--- src/rtl/wr_phy_link_ctrl_if.sv ---
`default_nettype none
// ============================================================================
// Module      : wr_phy_link_ctrl_if
// Description : MAC-side bus of the WR endpoint PHY link controller.
//               Carries the MAC TX word handshake into the controller and the
//               forwarded RX word stream back out to the MAC.
//               The _i/_o suffixes name the direction seen by the controller.
// Signals     : mac_tx_data_i[15:0]  MAC TX word
//               mac_tx_k_i[1:0]      MAC TX K flags
//               mac_tx_valid_i       MAC word valid
//               mac_tx_ready_o       controller accepts the MAC word
//               mac_rx_data_o[15:0]  RX word forwarded to the MAC
//               mac_rx_k_o[1:0]      RX K flags forwarded to the MAC
//               mac_rx_valid_o       RX word valid
// Modports    : master - MAC side, slave - link controller side
// Revision    : 1.0  initial release
// ============================================================================
interface wr_phy_link_ctrl_if;
  logic [15:0] mac_tx_data_i;
  logic [1:0]  mac_tx_k_i;
  logic        mac_tx_valid_i;
  logic        mac_tx_ready_o;
  logic [15:0] mac_rx_data_o;
  logic [1:0]  mac_rx_k_o;
  logic        mac_rx_valid_o;

  modport master (
    output mac_tx_data_i, mac_tx_k_i, mac_tx_valid_i,
    input  mac_tx_ready_o, mac_rx_data_o, mac_rx_k_o, mac_rx_valid_o
  );

  modport slave (
    input  mac_tx_data_i, mac_tx_k_i, mac_tx_valid_i,
    output mac_tx_ready_o, mac_rx_data_o, mac_rx_k_o, mac_rx_valid_o
  );
endinterface
`default_nettype wire

--- src/rtl/wr_phy_link_ctrl.sv ---
`default_nettype none
// ============================================================================
// Module      : wr_phy_link_ctrl
// Description : Link bring-up controller and TX-path arbiter for the
//               1000BASE-X PHY of the WR endpoint. Resets the PHY, waits for
//               it to become ready, trains on K28.5 idle ordered sets, then
//               hands the TX path to the MAC (idles fill the gaps). RX code
//               errors or loss of PHY readiness send the link back to RESET.
// Ports       : clk_ref_i           62.5 MHz reference clock
//               rst_n_i             asynchronous active-low reset
//               enable_i            controller enable, low forces RESET
//               phy_rst_o           PHY reset, active-high
//               phy_rdy_i           PHY ready
//               phy_tx_data_o/k_o   TX word / K flags to the PHY
//               phy_tx_disparity_i  PHY running disparity (1 = positive)
//               phy_rx_data_i/k_i   RX word / K flags from the PHY
//               phy_rx_enc_err_i    RX code or disparity error
//               mac                 MAC-side bus (wr_phy_link_ctrl_if.slave)
//               link_up_o           controller is in LINK_UP
//               fault_o             controller is in FAULT
//               state_o             RESET=0 WAIT_RDY=1 TRAIN=2 LINK_UP=3 FAULT=4
//               loopback_req_i      loopback request
//               phy_loopen_o        PHY serial loopback enable
// Options     : WR_PHY_LINK_CTRL_LOOPBACK_EN - when defined, phy_loopen_o
//               follows loopback_req_i and any change of the request retrains
//               the link; when undefined, loopback is tied off.
// Revision    : 1.0  initial release
// ============================================================================
module wr_phy_link_ctrl #(
  parameter int g_reset_cycles  = 16,
  parameter int g_lock_count    = 64,
  parameter int g_err_threshold = 4,
  parameter int g_timeout       = 65535
) (
  input  wire logic         clk_ref_i,
  input  wire logic         rst_n_i,
  input  wire logic         enable_i,
  output logic              phy_rst_o,
  input  wire logic         phy_rdy_i,
  output logic [15:0]       phy_tx_data_o,
  output logic [1:0]        phy_tx_k_o,
  input  wire logic         phy_tx_disparity_i,
  input  wire logic [15:0]  phy_rx_data_i,
  input  wire logic [1:0]   phy_rx_k_i,
  input  wire logic         phy_rx_enc_err_i,
  wr_phy_link_ctrl_if.slave mac,
  output logic              link_up_o,
  output logic              fault_o,
  output logic [2:0]        state_o,
  input  wire logic         loopback_req_i,
  output logic              phy_loopen_o
);

  localparam logic [19:0] c_reset_cycles  = 20'(g_reset_cycles);
  localparam logic [19:0] c_lock_count    = 20'(g_lock_count);
  localparam logic [19:0] c_err_threshold = 20'(g_err_threshold);
  localparam logic [19:0] c_timeout       = 20'(g_timeout);
  localparam logic [15:0] c_idle_pos      = 16'hBCC5; // K28.5 D5.6
  localparam logic [15:0] c_idle_neg      = 16'hBC50; // K28.5 D16.2
  localparam logic [1:0]  c_idle_k        = 2'b10;

  typedef enum logic [2:0] {
    ST_RESET    = 3'd0,
    ST_WAIT_RDY = 3'd1,
    ST_TRAIN    = 3'd2,
    ST_LINK_UP  = 3'd3,
    ST_FAULT    = 3'd4
  } state_t;

  state_t      r_state;
  state_t      w_state_nxt;
  // Shared counter: reset length, WAIT_RDY timeout, lock count, error count.
  logic [19:0] r_cnt;
  logic [19:0] w_cnt_nxt;
  // TRAIN needs its timeout alongside the lock count, hence a second counter.
  logic [19:0] r_tmo;
  logic [19:0] w_tmo_nxt;
  logic [19:0] w_cnt_inc;
  logic        w_force_reset;
  logic        w_loop_chg;
  logic        w_rx_idle;
  logic        w_accept;

  logic        r_phy_rst;
  logic [15:0] r_tx_data;
  logic [1:0]  r_tx_k;
  logic        r_tx_ready;
  logic [15:0] r_rx_data;
  logic [1:0]  r_rx_k;
  logic        r_rx_valid;
  logic        r_link_up;
  logic        r_fault;

  //--------------------------------------------------------------------------
  // Optional serial loopback
  //--------------------------------------------------------------------------
`ifdef WR_PHY_LINK_CTRL_LOOPBACK_EN
  logic r_loopen;

  always_ff @(posedge clk_ref_i or negedge rst_n_i) begin
    if (!rst_n_i) r_loopen <= 1'b0;
    else          r_loopen <= loopback_req_i;
  end

  // Any change of the request retrains the link on the new path.
  assign w_loop_chg   = (loopback_req_i != r_loopen);
  assign phy_loopen_o = r_loopen;
`else
  logic w_unused_loopback;

  assign w_unused_loopback = loopback_req_i;
  assign w_loop_chg        = 1'b0;
  assign phy_loopen_o      = 1'b0;
`endif

  //--------------------------------------------------------------------------
  // RX idle recognition and MAC handshake
  //--------------------------------------------------------------------------
  assign w_rx_idle = (phy_rx_k_i == 2'b10) && (phy_rx_data_i[15:8] == 8'hBC) &&
                     ((phy_rx_data_i[7:0] == 8'hC5) || (phy_rx_data_i[7:0] == 8'h50)) &&
                     !phy_rx_enc_err_i;
  assign w_accept      = mac.mac_tx_valid_i && r_tx_ready;
  assign w_force_reset = !enable_i || w_loop_chg;
  assign w_cnt_inc     = r_cnt + 20'd1;

  //--------------------------------------------------------------------------
  // FSM next-state logic
  //--------------------------------------------------------------------------
  always_comb begin
    w_state_nxt = r_state;
    w_cnt_nxt   = w_cnt_inc;
    w_tmo_nxt   = 20'd0;

    case (r_state)
      ST_RESET: begin
        if (r_cnt == c_reset_cycles - 20'd1) w_state_nxt = ST_WAIT_RDY;
      end
      ST_WAIT_RDY: begin
        if (phy_rdy_i)                   w_state_nxt = ST_TRAIN;
        else if (w_cnt_inc == c_timeout) w_state_nxt = ST_FAULT;
      end
      ST_TRAIN: begin
        w_tmo_nxt = r_tmo + 20'd1;
        if (!w_rx_idle) w_cnt_nxt = 20'd0;
        // Lock is tested first so it wins over a simultaneous timeout.
        if (w_rx_idle && (w_cnt_inc == c_lock_count)) w_state_nxt = ST_LINK_UP;
        else if (w_tmo_nxt == c_timeout)              w_state_nxt = ST_FAULT;
      end
      ST_LINK_UP: begin
        if (!phy_rx_enc_err_i) w_cnt_nxt = 20'd0;
        if (!phy_rdy_i || (phy_rx_enc_err_i && (w_cnt_inc == c_err_threshold)))
          w_state_nxt = ST_RESET;
      end
      ST_FAULT: begin
        w_cnt_nxt = r_cnt;
      end
      default: begin
        w_state_nxt = ST_RESET;
      end
    endcase

    if (w_force_reset) w_state_nxt = ST_RESET;

    // Counters restart on every state entry; enable low holds them at zero.
    if (w_force_reset || (w_state_nxt != r_state)) begin
      w_cnt_nxt = 20'd0;
      w_tmo_nxt = 20'd0;
    end
  end

  //--------------------------------------------------------------------------
  // State, counters and registered outputs
  //--------------------------------------------------------------------------
  always_ff @(posedge clk_ref_i or negedge rst_n_i) begin
    if (!rst_n_i) begin
      r_state    <= ST_RESET;
      r_cnt      <= 20'd0;
      r_tmo      <= 20'd0;
      r_phy_rst  <= 1'b1;
      r_tx_data  <= c_idle_neg;
      r_tx_k     <= c_idle_k;
      r_tx_ready <= 1'b0;
      r_rx_data  <= 16'd0;
      r_rx_k     <= 2'd0;
      r_rx_valid <= 1'b0;
      r_link_up  <= 1'b0;
      r_fault    <= 1'b0;
    end else begin
      r_state    <= w_state_nxt;
      r_cnt      <= w_cnt_nxt;
      r_tmo      <= w_tmo_nxt;
      // Status outputs are registered from the next state so they line up
      // with state_o.
      r_phy_rst  <= (w_state_nxt == ST_RESET) || (w_state_nxt == ST_FAULT);
      r_tx_ready <= (w_state_nxt == ST_LINK_UP);
      r_link_up  <= (w_state_nxt == ST_LINK_UP);
      r_fault    <= (w_state_nxt == ST_FAULT);

      if (w_accept) begin
        r_tx_data <= mac.mac_tx_data_i;
        r_tx_k    <= mac.mac_tx_k_i;
      end else begin
        r_tx_data <= phy_tx_disparity_i ? c_idle_pos : c_idle_neg;
        r_tx_k    <= c_idle_k;
      end

      r_rx_data  <= phy_rx_data_i;
      r_rx_k     <= phy_rx_k_i;
      // Valid only for clean words received in LINK_UP while staying there.
      r_rx_valid <= (r_state == ST_LINK_UP) && (w_state_nxt == ST_LINK_UP) &&
                    !phy_rx_enc_err_i;
    end
  end

  assign state_o            = r_state;
  assign phy_rst_o          = r_phy_rst;
  assign phy_tx_data_o      = r_tx_data;
  assign phy_tx_k_o         = r_tx_k;
  assign link_up_o          = r_link_up;
  assign fault_o            = r_fault;
  assign mac.mac_tx_ready_o = r_tx_ready;
  assign mac.mac_rx_data_o  = r_rx_data;
  assign mac.mac_rx_k_o     = r_rx_k;
  assign mac.mac_rx_valid_o = r_rx_valid;

endmodule
`default_nettype wire

--- src/flat_wrapper.sv ---
// flat-port wrapper written by rule: the top's interface ports become plain ports
module wr_phy_link_ctrl_flat 
#(
  parameter int g_reset_cycles  = 16,
  parameter int g_lock_count    = 64,
  parameter int g_err_threshold = 4,
  parameter int g_timeout       = 65535
)
  (clk_ref_i, rst_n_i, enable_i, phy_rst_o, phy_rdy_i, phy_tx_data_o, phy_tx_k_o, phy_tx_disparity_i, phy_rx_data_i, phy_rx_k_i, phy_rx_enc_err_i, link_up_o, fault_o, state_o, loopback_req_i, phy_loopen_o, mac_mac_tx_data_i, mac_mac_tx_k_i, mac_mac_tx_valid_i, mac_mac_tx_ready_o, mac_mac_rx_data_o, mac_mac_rx_k_o, mac_mac_rx_valid_o);
  wr_phy_link_ctrl_if mac_i ();
  input  wire logic clk_ref_i;
  input  wire logic rst_n_i;
  input  wire logic enable_i;
  output logic phy_rst_o;
  input  wire logic phy_rdy_i;
  output logic [15:0] phy_tx_data_o;
  output logic [1:0] phy_tx_k_o;
  input  wire logic phy_tx_disparity_i;
  input  wire logic [15:0] phy_rx_data_i;
  input  wire logic [1:0] phy_rx_k_i;
  input  wire logic phy_rx_enc_err_i;
  output logic link_up_o;
  output logic fault_o;
  output logic [2:0] state_o;
  input  wire logic loopback_req_i;
  output logic phy_loopen_o;
  input wire logic [$bits(mac_i.mac_tx_data_i)-1:0] mac_mac_tx_data_i;
  input wire logic [$bits(mac_i.mac_tx_k_i)-1:0] mac_mac_tx_k_i;
  input wire logic [$bits(mac_i.mac_tx_valid_i)-1:0] mac_mac_tx_valid_i;
  output wire logic [$bits(mac_i.mac_tx_ready_o)-1:0] mac_mac_tx_ready_o;
  output wire logic [$bits(mac_i.mac_rx_data_o)-1:0] mac_mac_rx_data_o;
  output wire logic [$bits(mac_i.mac_rx_k_o)-1:0] mac_mac_rx_k_o;
  output wire logic [$bits(mac_i.mac_rx_valid_o)-1:0] mac_mac_rx_valid_o;
  assign mac_i.mac_tx_data_i = mac_mac_tx_data_i;
  assign mac_i.mac_tx_k_i = mac_mac_tx_k_i;
  assign mac_i.mac_tx_valid_i = mac_mac_tx_valid_i;
  assign mac_mac_tx_ready_o = mac_i.mac_tx_ready_o;
  assign mac_mac_rx_data_o = mac_i.mac_rx_data_o;
  assign mac_mac_rx_k_o = mac_i.mac_rx_k_o;
  assign mac_mac_rx_valid_o = mac_i.mac_rx_valid_o;
  wr_phy_link_ctrl #(.g_reset_cycles(g_reset_cycles), .g_lock_count(g_lock_count), .g_err_threshold(g_err_threshold), .g_timeout(g_timeout)) u_core (.clk_ref_i(clk_ref_i), .rst_n_i(rst_n_i), .enable_i(enable_i), .phy_rst_o(phy_rst_o), .phy_rdy_i(phy_rdy_i), .phy_tx_data_o(phy_tx_data_o), .phy_tx_k_o(phy_tx_k_o), .phy_tx_disparity_i(phy_tx_disparity_i), .phy_rx_data_i(phy_rx_data_i), .phy_rx_k_i(phy_rx_k_i), .phy_rx_enc_err_i(phy_rx_enc_err_i), .mac(mac_i), .link_up_o(link_up_o), .fault_o(fault_o), .state_o(state_o), .loopback_req_i(loopback_req_i), .phy_loopen_o(phy_loopen_o));
endmodule
--- config.mk ---
export PLATFORM = sky130hd
export DESIGN_NAME = wr_phy_link_ctrl_flat
export DESIGN_NICKNAME = d
export VERILOG_FILES = /design/src/rtl/wr_phy_link_ctrl_if.sv /design/src/rtl/wr_phy_link_ctrl.sv /design/src/flat_wrapper.sv
export SDC_FILE = /design/constraint.sdc
export NUM_CORES = 1
export LEC_CHECK = 0
export ABC_AREA = 1
export CAP_MARGIN = 20
export CELL_PAD_IN_SITES_DETAIL_PLACEMENT = 1
export CELL_PAD_IN_SITES_GLOBAL_PLACEMENT = 2
export CORE_MARGIN = 8
export CORE_UTILIZATION = 31
export CTS_BUF_LIST = sky130_fd_sc_hd__clkbuf_4
export DETAILED_ROUTE_END_ITERATION = 12
export GPL_TIMING_DRIVEN = 0
export PLACE_DENSITY = 0.91
export SYNTH_ARGS = -nofsm -noshare
export SYNTH_HDL_FRONTEND = slang
export SYNTH_SLANG_ARGS = --single-unit
--- constraint.sdc ---
create_clock -name clk_ref_i -period 2.6 [get_ports clk_ref_i]
set_input_delay 0.26 -clock clk_ref_i [delete_from_list [all_inputs] [get_ports clk_ref_i]]
set_output_delay 0.26 -clock clk_ref_i [all_outputs]
set_load 0.02 [all_outputs]
After elaboration in Yosys (flattened, before gate mapping)
Index checks and enable logic that the tools add are counted.
{ "classes": {"n_addsub": 2, "mul": 0, "div": 0, "magnitude_cmp": 0, "eq_ne": 17, "n_shift": 0, "mux": 17, "n_bitwise": 0, "reduce_logical": 17} }
{ "ops": {"columns": ["op", "n"], "rows": [
  ["20-bit two-way mux", 5],
  ["20-bit case mux with 3 select lines", 1],
  ["20-bit by 1-bit adder with 20-bit output (second input constant)", 2],
  ["20-bit by 16-bit equality test with 1-bit output (second input constant)", 2],
  ["3-bit two-way mux", 7],
  ["20-bit by 3-bit equality test with 1-bit output (second input constant)", 1],
  ["20-bit by 4-bit equality test with 1-bit output (second input constant)", 1],
  ["20-bit by 7-bit equality test with 1-bit output (second input constant)", 1],
  ["8-bit equality test (second input constant)", 2],
  ["16-bit two-way mux", 1],
  ["3-bit case mux with 5 select lines", 1],
  ["3-bit by 2-bit equality test with 1-bit output (second input constant)", 3],
  ["8-bit by 7-bit equality test with 1-bit output (second input constant)", 1],
  ["1-bit logical AND", 8],
  ["8-bit two-way mux", 1],
  ["3-bit equality test (second input constant)", 2],
  ["3-bit zero test", 2],
  ["1-bit logical OR", 4],
  ["3-bit by 1-bit equality test with 1-bit output (second input constant)", 1],
  ["1-bit zero test", 3],
  ["3-bit inequality test", 1],
  ["2-bit equality test (second input constant)", 1],
  ["2-bit two-way mux", 1],
  ["2-bit by 1-bit inequality test with 1-bit output (second input constant)", 1]
]} }
{ "word_totals": {"reg_bits": 83, "latchBits": 0, "ram_bits": 0, "rom_bits": 0, "input_bits": 44, "out_inout_bits": 45, "elab_cells": 64, "n_memories": 0} }

Depth between registers and ports, before layout
Gate-level depths: netlist of run 1.
{ "depth": {"depth_word": 11, "ltp_mapped": 19, "ltp_nobuf": 18} }

Worst setup path after synthesis of run 1
OpenSTA, ideal clock, no wires.
{ "synth_path": {"path_type": "reg-to-reg", "from": "register u_core.r_cnt[1]", "to": "register u_core.r_cnt[1]", "setup_ps": 122, "arrival_ps": 2171, "required_ps": 2478, "path_slack_ps": 307, "stages_incl_launch_ff": 18, "n_path_buf": 1, "synth_period_minus_slack_ps": 2293, "path_cell_list": "dfrtp_1 -> ha_1 -> nand2_1 -> nor2_4 -> nand2_4 -> nor2_4 -> nand3_1 -> nand2_2 -> nand2_1 -> nor2_2 -> nand3_1 -> nand2_1 -> nand2_1 -> o21ai_4 -> nand2_2 -> nand3_4 -> buf_6 -> nor2_2"} }
{ "synth_via": {"elab_chain_len": 10, "elab_cells_between_ends": 22, "classes_between": "add/sub (1); eq/ne (6); mux (11); reduce/logical (4)"} }
{ "synth_rtl": {"columns": ["element", "line_no", "text"], "rows": [
  ["start: declaration", "wr_phy_link_ctrl.sv:73", "logic [19:0] r_cnt;"],
  ["start signal: assignment", "wr_phy_link_ctrl.sv:190", "r_cnt <= w_cnt_nxt;"],
  ["20-bit by 1-bit adder with 20-bit output", "wr_phy_link_ctrl.sv:124", "assign w_cnt_inc = r_cnt + 20'd1;"],
  ["20-bit by 3-bit equality test with 1-bit output", "wr_phy_link_ctrl.sv:151", "if (!phy_rdy_i || (phy_rx_enc_err_i && (w_cnt_inc == c_err_threshold)))"],
  ["1-bit logical AND", "wr_phy_link_ctrl.sv:151", null],
  ["1-bit logical OR", "wr_phy_link_ctrl.sv:151", null],
  ["3-bit two-way mux", "wr_phy_link_ctrl.sv:151", null],
  ["3-bit case mux with 5 select lines", "wr_phy_link_ctrl.sv:134", "case (r_state)"],
  ["3-bit two-way mux", "wr_phy_link_ctrl.sv:162", "if (w_force_reset) w_state_nxt = ST_RESET;"],
  ["3-bit inequality test", "wr_phy_link_ctrl.sv:165", "if (w_force_reset || (w_state_nxt != r_state)) begin"],
  ["1-bit logical OR", "wr_phy_link_ctrl.sv:165", null],
  ["2-bit by 1-bit inequality test with 1-bit output (no source line) or 20-bit two-way mux (tied branches)", null, null]
]} }
Several ways; a longest one is shown, not always the timed one.
A chain may end at the register's enable or synchronous reset.

Worst setup path in the final report of run 1
{ "layout_path": {"from": "register u_core.r_cnt[0]", "to": "register u_core.r_cnt[8]"} }
Same word-level chain as after synthesis.

==> results of run 1 <==
layer usage:
metal,wire length (um),up-vias
li1,-,2155
met3,366,7
met5,0,-
met1,6230,2102
met2,7530,45
met4,99,0
metrics by stage:
step	util [%]	area (sq um)	power, uW	cells
floorplan	-	4670	1430	615
global placement	38.5	5770	1570	889
detailed placement	38.7	5790	1590	890
CTS	40.3	6040	2430	911
global route	41.9	6270	2500	921
finish	41.9	6270	2400	921
kinds of logic after synthesis:
| family | count (synthesis) | synth area share [%] |
|---|---|---|
| buf+inv | 97 | 9.00 |
| flops | 83 | 44.7 |
| simple gates | 379 | 38.2 |
| compound gates | 41 | 5.06 |
| xor+xnor | 9 | 1.69 |
| fa+ha+maj | 5 | 1.34 |
| other cells | 1 | 0.0802 |
flip-flops by register name (all words and copies together), names as in the netlist:
| name | cells |
|---|---|
| u_core.fault_o | 1 |
| u_core.mac.mac_rx_data_o | 16 |
| u_core.mac.mac_rx_k_o | 2 |
| u_core.mac.mac_rx_valid_o | 1 |
| u_core.mac.mac_tx_ready_o | 1 |
| u_core.phy_rst_o | 1 |
| u_core.phy_tx_data_o | 16 |
| u_core.phy_tx_k_o | 2 |
| u_core.r_cnt | 20 |
| u_core.r_tmo | 20 |
| u_core.state_o | 3 |
layout by cell type (no fill, tap or decap), types with 3 or more instances in the layout:
cell type and instances:
nor4_1 5, or2_2 11, buf_4 15, o22ai_1 7, dfrtp_1 73, nor3_1 8
dfstp_2 9, nor2_2 41, nand2_2 12, xnor2_1 4, xor2_1 5, inv_2 4
nand2_1 134, nand4_1 18, clkbuf_4 10, inv_1 80, nor2_1 79, a21oi_1 10
clkdlybuf4s50_1 85, o21ai_0 17, ha_1 4, nand3b_1 4, nor2_4 13, nand3_2 7
nand3_4 3, nand3_1 38
final cells by class:
| cell class | instances | area, sq um | area share, % |
|---|---|---|---|
| clock inverter | 7 | 81.3 | 1.30 |
| multi-input combinational | 435 | 2330 | 37.1 |
| inverter | 85 | 323 | 5.15 |
| buffer | 12 | 126 | 2.01 |
| tap | 188 | 235 | 3.75 |
| clock buffer | 9 | 67.6 | 1.08 |
| timing repair buffer | 102 | 1020 | 16.3 |
| sequential | 83 | 2090 | 33.3 |
worst max-delay path: stages, from the launching register on:
cell        delay, ps
dfrtp_1           440
buf_6             130
clkinvlp_4        130
nor2_4            230
nand3_4           130
nor2_1            110
nor2_1             40
nor2_1            110
nand2_1           100
nor2_4            160
nand3_2           100
nand2_2            90
nand2_4            60
o21ai_4           160
nand2_2            80
nand3_4           190
clkbuf_16         190
nor2_2             30
power groups by stage:
| stage | clock [uW] | sequential [uW] | combinational (uW) |
|---|---|---|---|
| floorplan | 0 | 1370 | 57.9 |
| global placement | 0 | 1350 | 226 |
| detailed placement | 0 | 1350 | 239 |
| CTS | 855 | 1320 | 253 |
| global route | 891 | 1330 | 282 |
| finish | 820 | 1320 | 259 |
path summary, 6_finish.rpt:
path	from	to	slack, ps	depth (start not counted)
max in group asynchronous	rst_n_i	u_core.phy_tx_data_o[12]	1670	3
worst min register to register	u_core.r_tmo[12]	u_core.r_tmo[12]	650	3
worst max-delay path	u_core.r_cnt[0]	u_core.r_cnt[8]	-5	17
worst min-delay path	phy_rx_data_i[14]	u_core.mac.mac_rx_data_o[14]	240	1
min in group asynchronous	rst_n_i	u_core.phy_tx_data_o[0]	260	2
worst max register to register	u_core.r_cnt[0]	u_core.r_cnt[8]	-5	17
repair_timing:
action,4_1_cts,5_1_grt
endpoints found under the hold margin,31,0
hold buffers,1,0
pin swaps,4,8
endpoints found under the setup margin,40,43
setup buffers,4,9
resized for setup,14,37
cloned,0,1
==> run metrics, run 1 <==
status finished, violations left; failing checks negative setup slack; Area Growth Syn to Fin 34.2%; Power Internal 1750 uW; Synth warnings 0; Fin. Hold Viols 0; Final nets 777; RD Place Congestion roughly 0.84; die height between 100 and 150 um; Worst-Margin Slew 608 ps; vias in the first global route 4628; Setup Viol. Count Final 5; leakage 0.00260 uW; worst endpoint data arrival time 2980 ps; die area 0.0193 sq mm; Worst Hold Class input pin to register; element type at the critical path end register; initial drt markers about 110; Fmax 384 MHz; # IOs 89; drt via density approximately 4.7; routed wire length 14200 um; pre-CTS setup slack -197 ps; MaxCap Viol Count 0; Top FF cell, synth dfrtp_1; Req. time, crit path about 3000 ps; Routed WL per cell 15.5 um; total track usage between 10 and 15%; synthesized cell area 0.00467 sq mm; drt drc 0; htree depth 3; EDFF count, synth 0; RSZ-0062 raised after global routing yes; combinational share of power 10.8%; largest net degree at the start of global routing about 50; Clock Tree Root clkbuf_4; Starting Density 31.2%; fin crit share 100%; routing usage on met1 about 17%; Layout Skew 26.0 ps; Synth top cells by count 143 x nand2_1, 85 x nor2_1, 84 x inv_1; Synth Net Count ~660; critical path type register to register; post-synth top area share 39.6%; GRT busiest layer met2; sequential element share of the synthesized area 44.7%; CP Launch Type register; met3 GRT Util 3.61%; cell taking the most area after synthesis dfrtp_1; Worst VDD drop between 0.0002 and 0.0003 V; ys async rst share 100%; PnR worst setup slack -5.10 ps; # clock sinks 83; top-count cell post-synth nand2_1; fin. max-slew vios 0; Psw roughly 650 uW; final critical-path required period 2610 ps; remaining global-route overflow 0; row count 45; via count between 4000 and 5000; ranking of synthesized cells by area dfrtp_1 40%, nand2_1 11%, nor2_1 6.8%; Antenna Nets Post-Route 0; crit-path max FO 6; Antenna diodes 0; Avg Cell Area, Syn 7.60 sq um; Power per Cell Area 383 mW/mm^2; Fill cells 1828; fraction of layout cells with a size suffix above 1 20.6%; Worst Hold Margin 237 ps; CTS Buf Count 9; Max Root-Sink Buffers 2; Seq cells post-synth 83; PortBufs 86; CTS tree yes; Die W 139 um; setup TNS -10.6 ps; initial antenna violation count 0; Syn Inst Count 615; Net Sw Frac 27.2%; met2 usage between 20% and 30%; relative slew slack 59.3%; clk_lat worst skew approximately 480 ps; drt pass-1 iters 4; Flop pwr share 55.1%; core area about 0.015 sq mm; Clock power frac 34.1%; Clk pin slew, worst setup/hold paths 140 ps; Detail Placement HPWL 11300 um; first-pass GRT wire length roughly 23000 um; library cells used by synthesis 40
Note: power is estimated with default switching activity, not from simulation.
==> run 2: changes to the inputs <==
--- a/config.mk
+++ b/config.mk
@@ -5,13 +5,13 @@
 export SDC_FILE = /design/constraint.sdc
 export NUM_CORES = 1
 export LEC_CHECK = 0
-export ABC_AREA = 1
 export CAP_MARGIN = 20
 export CELL_PAD_IN_SITES_DETAIL_PLACEMENT = 1
 export CELL_PAD_IN_SITES_GLOBAL_PLACEMENT = 2
 export CORE_MARGIN = 8
-export CORE_UTILIZATION = 31
+export CORE_UTILIZATION = 33
 export CTS_BUF_LIST = sky130_fd_sc_hd__clkbuf_4
+export CTS_CLUSTER_DIAMETER = 30
 export DETAILED_ROUTE_END_ITERATION = 12
 export GPL_TIMING_DRIVEN = 0
 export PLACE_DENSITY = 0.91
==> run 2 against run 1 <==
Compared with the run above: the flow still finishes with violations (negative setup slack); sequential cell count is the same; worst hold slack lost 7.7 ps; global-route usage grew 2.4 points; wire length grew 7.0%; count of clock-buffer cells in the layout is the same; die area shrank 9.3%; core utilization grew 6.8 points; sequential power is essentially flat; critical path depth shrank 7; largest cell class unchanged; highest routed layer unchanged.
==> run metrics, run 2 <==
failing checks negative setup slack; worst hold stages 1 (unchanged); final core utilization 48.7% (+6.8 points); fin. max-slew vios 0 (unchanged); critical path type register to register; routed wire length 15200 um (+7.0%); Clk pin slew, worst setup/hold paths 160 ps (+20 ps); Fmax 314 MHz (-18%); r2r setup slk -590 ps (-580 ps); Synth warnings 0 (unchanged); EDFF count, synth 0 (unchanged); total track usage 17.4% (+2.4 points); combinational share of power 10.2% (-0.6 points); Slowest-stage cell, CP or4b_4; relative slew slack 49.7% (-9.6 points); status finished, violations left; Starting Density 33.8% (+2.6 points); Post-DP Area 0.00566 sq mm (-2.4%); PnR worst setup slack -589 ps (-584 ps); die height 132 um (-4.7%); core area 0.0132 sq mm (-12%); clk_lat worst skew 480 ps (about the same); Psw 647 uW (-0.99%); synthesized cell area 0.00446 sq mm (-4.7%); leading cell type in the layout, fill and taps excluded clkdlybuf4s50_1; Min-Delay Endpoint u_core.mac.mac_rx_k_o[1]; reg2reg end u_core.r_tmo[19]; CTS Buf Count 9 (unchanged); hold path start phy_rx_k_i[1]; Power per Cell Area 374 mW/mm^2 (-2.5%); Syn Inst Count 470 (-24%); setup TNS -23140 ps (-23120 ps); Setup Viol. Count Final 47 (+42); initial drt markers 177 (+59%); Worst-Margin Slew 753 ps (+145 ps); cells on worst reg2reg path 10 (-7); vias in the first global route 4619 (-0.19%); post-route insts no fill 785 (-15%); Clock power frac 34.5% (+0.4 points); via count 4223 (-2.0%); element type at the critical path end register; worst endpoint data arrival time 3620 ps (+640 ps); Fin. Hold Viols 0 (unchanged); cell taking the most area after synthesis dfrtp_1; CTS tree yes; Die W 132 um (-4.7%); fin crit share 123% (+22 points); Layout Skew 17.0 ps (-8.93 ps); RSZ-0062 raised after global routing yes; DP Cell Count 733 (-18%); drt drc 0 (unchanged); Clock Tree Root clkbuf_4; Avg Cell Area, Syn 9.48 sq um (+25%); Synth top cells by count 74 x dfrtp_1, 37 x nand2_1, 31 x nor2_1; ys async rst share 100% (unchanged); Req. time, crit path 3030 ps (+60 ps); Top FF cell, synth dfrtp_1; Worst Hold Class input pin to register; htree depth 3 (unchanged); initial antenna violation count 1 (+1); library cells used by synthesis 64 (+60%); Reg-to-Reg Start u_core.r_cnt[6]; CP Buf/Inv Count 2 (-1); largest net degree at the start of global routing 52 (+2.0%); post-route cell area 0.00642 sq mm (+2.3%); Seq cells post-synth 83 (unchanged); Detail Placement HPWL 10300 um (-8.4%); PortBufs 86 (unchanged); die area 0.0175 sq mm (-9.3%); # clock sinks 83 (unchanged); final critical-path required period 3190 ps (+584 ps); Worst path max stage delay 540 ps (+100 ps); Net Sw Frac 27.0% (-0.22 points); most frequent cells in the layout 85 x clkdlybuf4s50_1, 70 x dfrtp_1, 36 x nand2_1; Final nets 652 (-16%); CP Launch Type register; Flop pwr share 55.2% (about the same); Routed WL per cell 19.4 um (+26%); ranking of synthesized cells by area dfrtp_1 42%, dfstp_2 5.3%, nand2_1 3.1%; Synth Net Count 519 (-22%); Fill cells 1464 (-20%); footprint of the multi-input gates 0.00251 sq mm (+7.8%); first-pass GRT wire length 24400 um (+4.4%); Antenna Nets Post-Route 0 (unchanged); biggest regs u_core.r_cnt: 20 flops, u_core.r_tmo: 20 flops; drt pass-1 iters 4 (unchanged); sequential element share of the synthesized area 46.9% (+2.2 points); leakage 0.00250 uW (-3.8%); fraction of layout cells with a size suffix above 1 28.3% (+7.7 points); Worst VDD drop 0.000281 V (+2.7%); MaxCap Viol Count 0 (unchanged); top-count cell post-synth dfrtp_1; crit-path max FO 10 (+4); Register Area 0.00209 sq mm (+0.18%); worst-path cell chain buf_6 > and3_1 > a311o_1 > a32oi_2 > or4b_4 > or4_4 > a21bo_1 > nand4b_4 > buf_8 > nor2b_2; # IOs 89 (unchanged); CP top delay family simple AND/OR/NAND/NOR gates; RD Place Congestion 0.865 (+2.5%); drt via density 5.38 (+15%); remaining global-route overflow 0 (unchanged); Max Root-Sink Buffers 2 (unchanged); Power Internal 1750 uW (+0.12%); row count 42 (-6.7%); post-synth top area share 41.6% (+1.9 points); Area Growth Syn to Fin 44.1%
run 2: cell count changes after synthesis, sizes merged, moves of 9 or more:
cell | before | now
xnor2 | 4 | 15
inv | 85 | 10
nor2 | 133 | 48
a21oi | 12 | 27
nand2 | 148 | 37
xor2 | 5 | 14
nor3 | 9 | 19
clkbuf | 3 | 13
and3 | 0 | 17
nand3 | 48 | 23
run 2: power groups by stage:
stage / Clock, uW / Combinational, uW / Sequential (uW)
5_1_grt: 909 / 264 / 1330
3_3_place_gp: 0 / 212 / 1350
3_5_place_dp: 0 / 221 / 1350
4_1_cts: 864 / 244 / 1320
2_1_floorplan: 0 / 45.3 / 1370
6_report: 828 / 245 / 1320
run 2: routing by layer:
metal  track usage, %  vias to the layer above  routed length, um
li1                 -                     1950                  -
met1             19.4                     2147               6120
met2             30.9                      103               8090
met3             5.14                       23                722
met4             5.93                        0                302
met5                0                        -                  0
run 2: layout make-up:
class / instances / area share (%)
Multi-Input combinational cell: 347 / 39.1
Sequential cell: 83 / 32.6
Timing Repair Buffer: 124 / 18.5
Tap cell: 176 / 3.43
Buffer: 27 / 3.27
Clock inverter: 7 / 1.33
Clock buffer: 9 / 1.05
Inverter: 11 / 0.643
Antenna cell: 1 / 0.0390
run 2: per-stage QoR:
stage / power, uW / setup WS (ps) / hold WS [ps]
after floorplan: 1420 / -255 / -35.6
after global placement: 1560 / -2030 / 494
after detailed placement: 1570 / -1040 / 254
after CTS: 2430 / -462 / 200
after global routing: 2500 / -632 / 190
final: 2400 / -589 / 230
run 2: how the worst max path moves through the flow:
stage | startpoint | to | slack, ps | cells past startpoint
after floorplan | u_core.r_cnt[1] | u_core.r_tmo[2] | -260 | 9
after global placement | rst_n_i | u_core.r_cnt[0] | -2030 | 1
after detailed placement | u_core.r_cnt[13] | u_core.r_cnt[0] | -1040 | 10
after CTS | u_core.r_cnt[0] | u_core.r_tmo[19] | -460 | 11
after global routing | u_core.r_cnt[0] | u_core.r_tmo[14] | -630 | 10
final | u_core.r_cnt[6] | u_core.r_tmo[19] | -590 | 10
run 2: worst register-to-register path, cell delays in order, from the launching register on:
cell and delay, ps:
dfrtp_1 410, buf_6 150, and3_1 220, a311o_1 390
a32oi_2 260, or4b_4 540, or4_4 440, a21bo_1 210
nand4b_4 220, buf_8 190, nor2b_2 120
run 2: repair_timing:
action | in CTS | in global routing
setup buffers | 32 | 3
gates resized for setup | 54 | 20
setup endpoints to repair | 47 | 47
hold buffers | 1 | 0
gates cloned | 1 | 0
endpoints found under the hold margin | 32 | 0
pin swaps | 15 | 4
run 2: cells by family after synthesis:
logic type | share of synthesized area, %
AO/OA/AOI/OAI | 11.6
AND/OR/NAND/NOR | 29.4
XOR/XNOR | 5.70
adder cells (fa/ha/maj) | 1.40
flip-flops | 46.9
buffers and inverters | 4.47
multiplexers | 0.449
other | 0.0842
==> run 3: changes to the inputs <==
--- a/config.mk
+++ b/config.mk
@@ -11,7 +11,6 @@
 export CORE_MARGIN = 8
 export CORE_UTILIZATION = 33
 export CTS_BUF_LIST = sky130_fd_sc_hd__clkbuf_4
-export CTS_CLUSTER_DIAMETER = 30
 export DETAILED_ROUTE_END_ITERATION = 12
 export GPL_TIMING_DRIVEN = 0
 export PLACE_DENSITY = 0.91
==> results of run 3 <==
Final layout, timing and power as in run 2 (identical DEF).
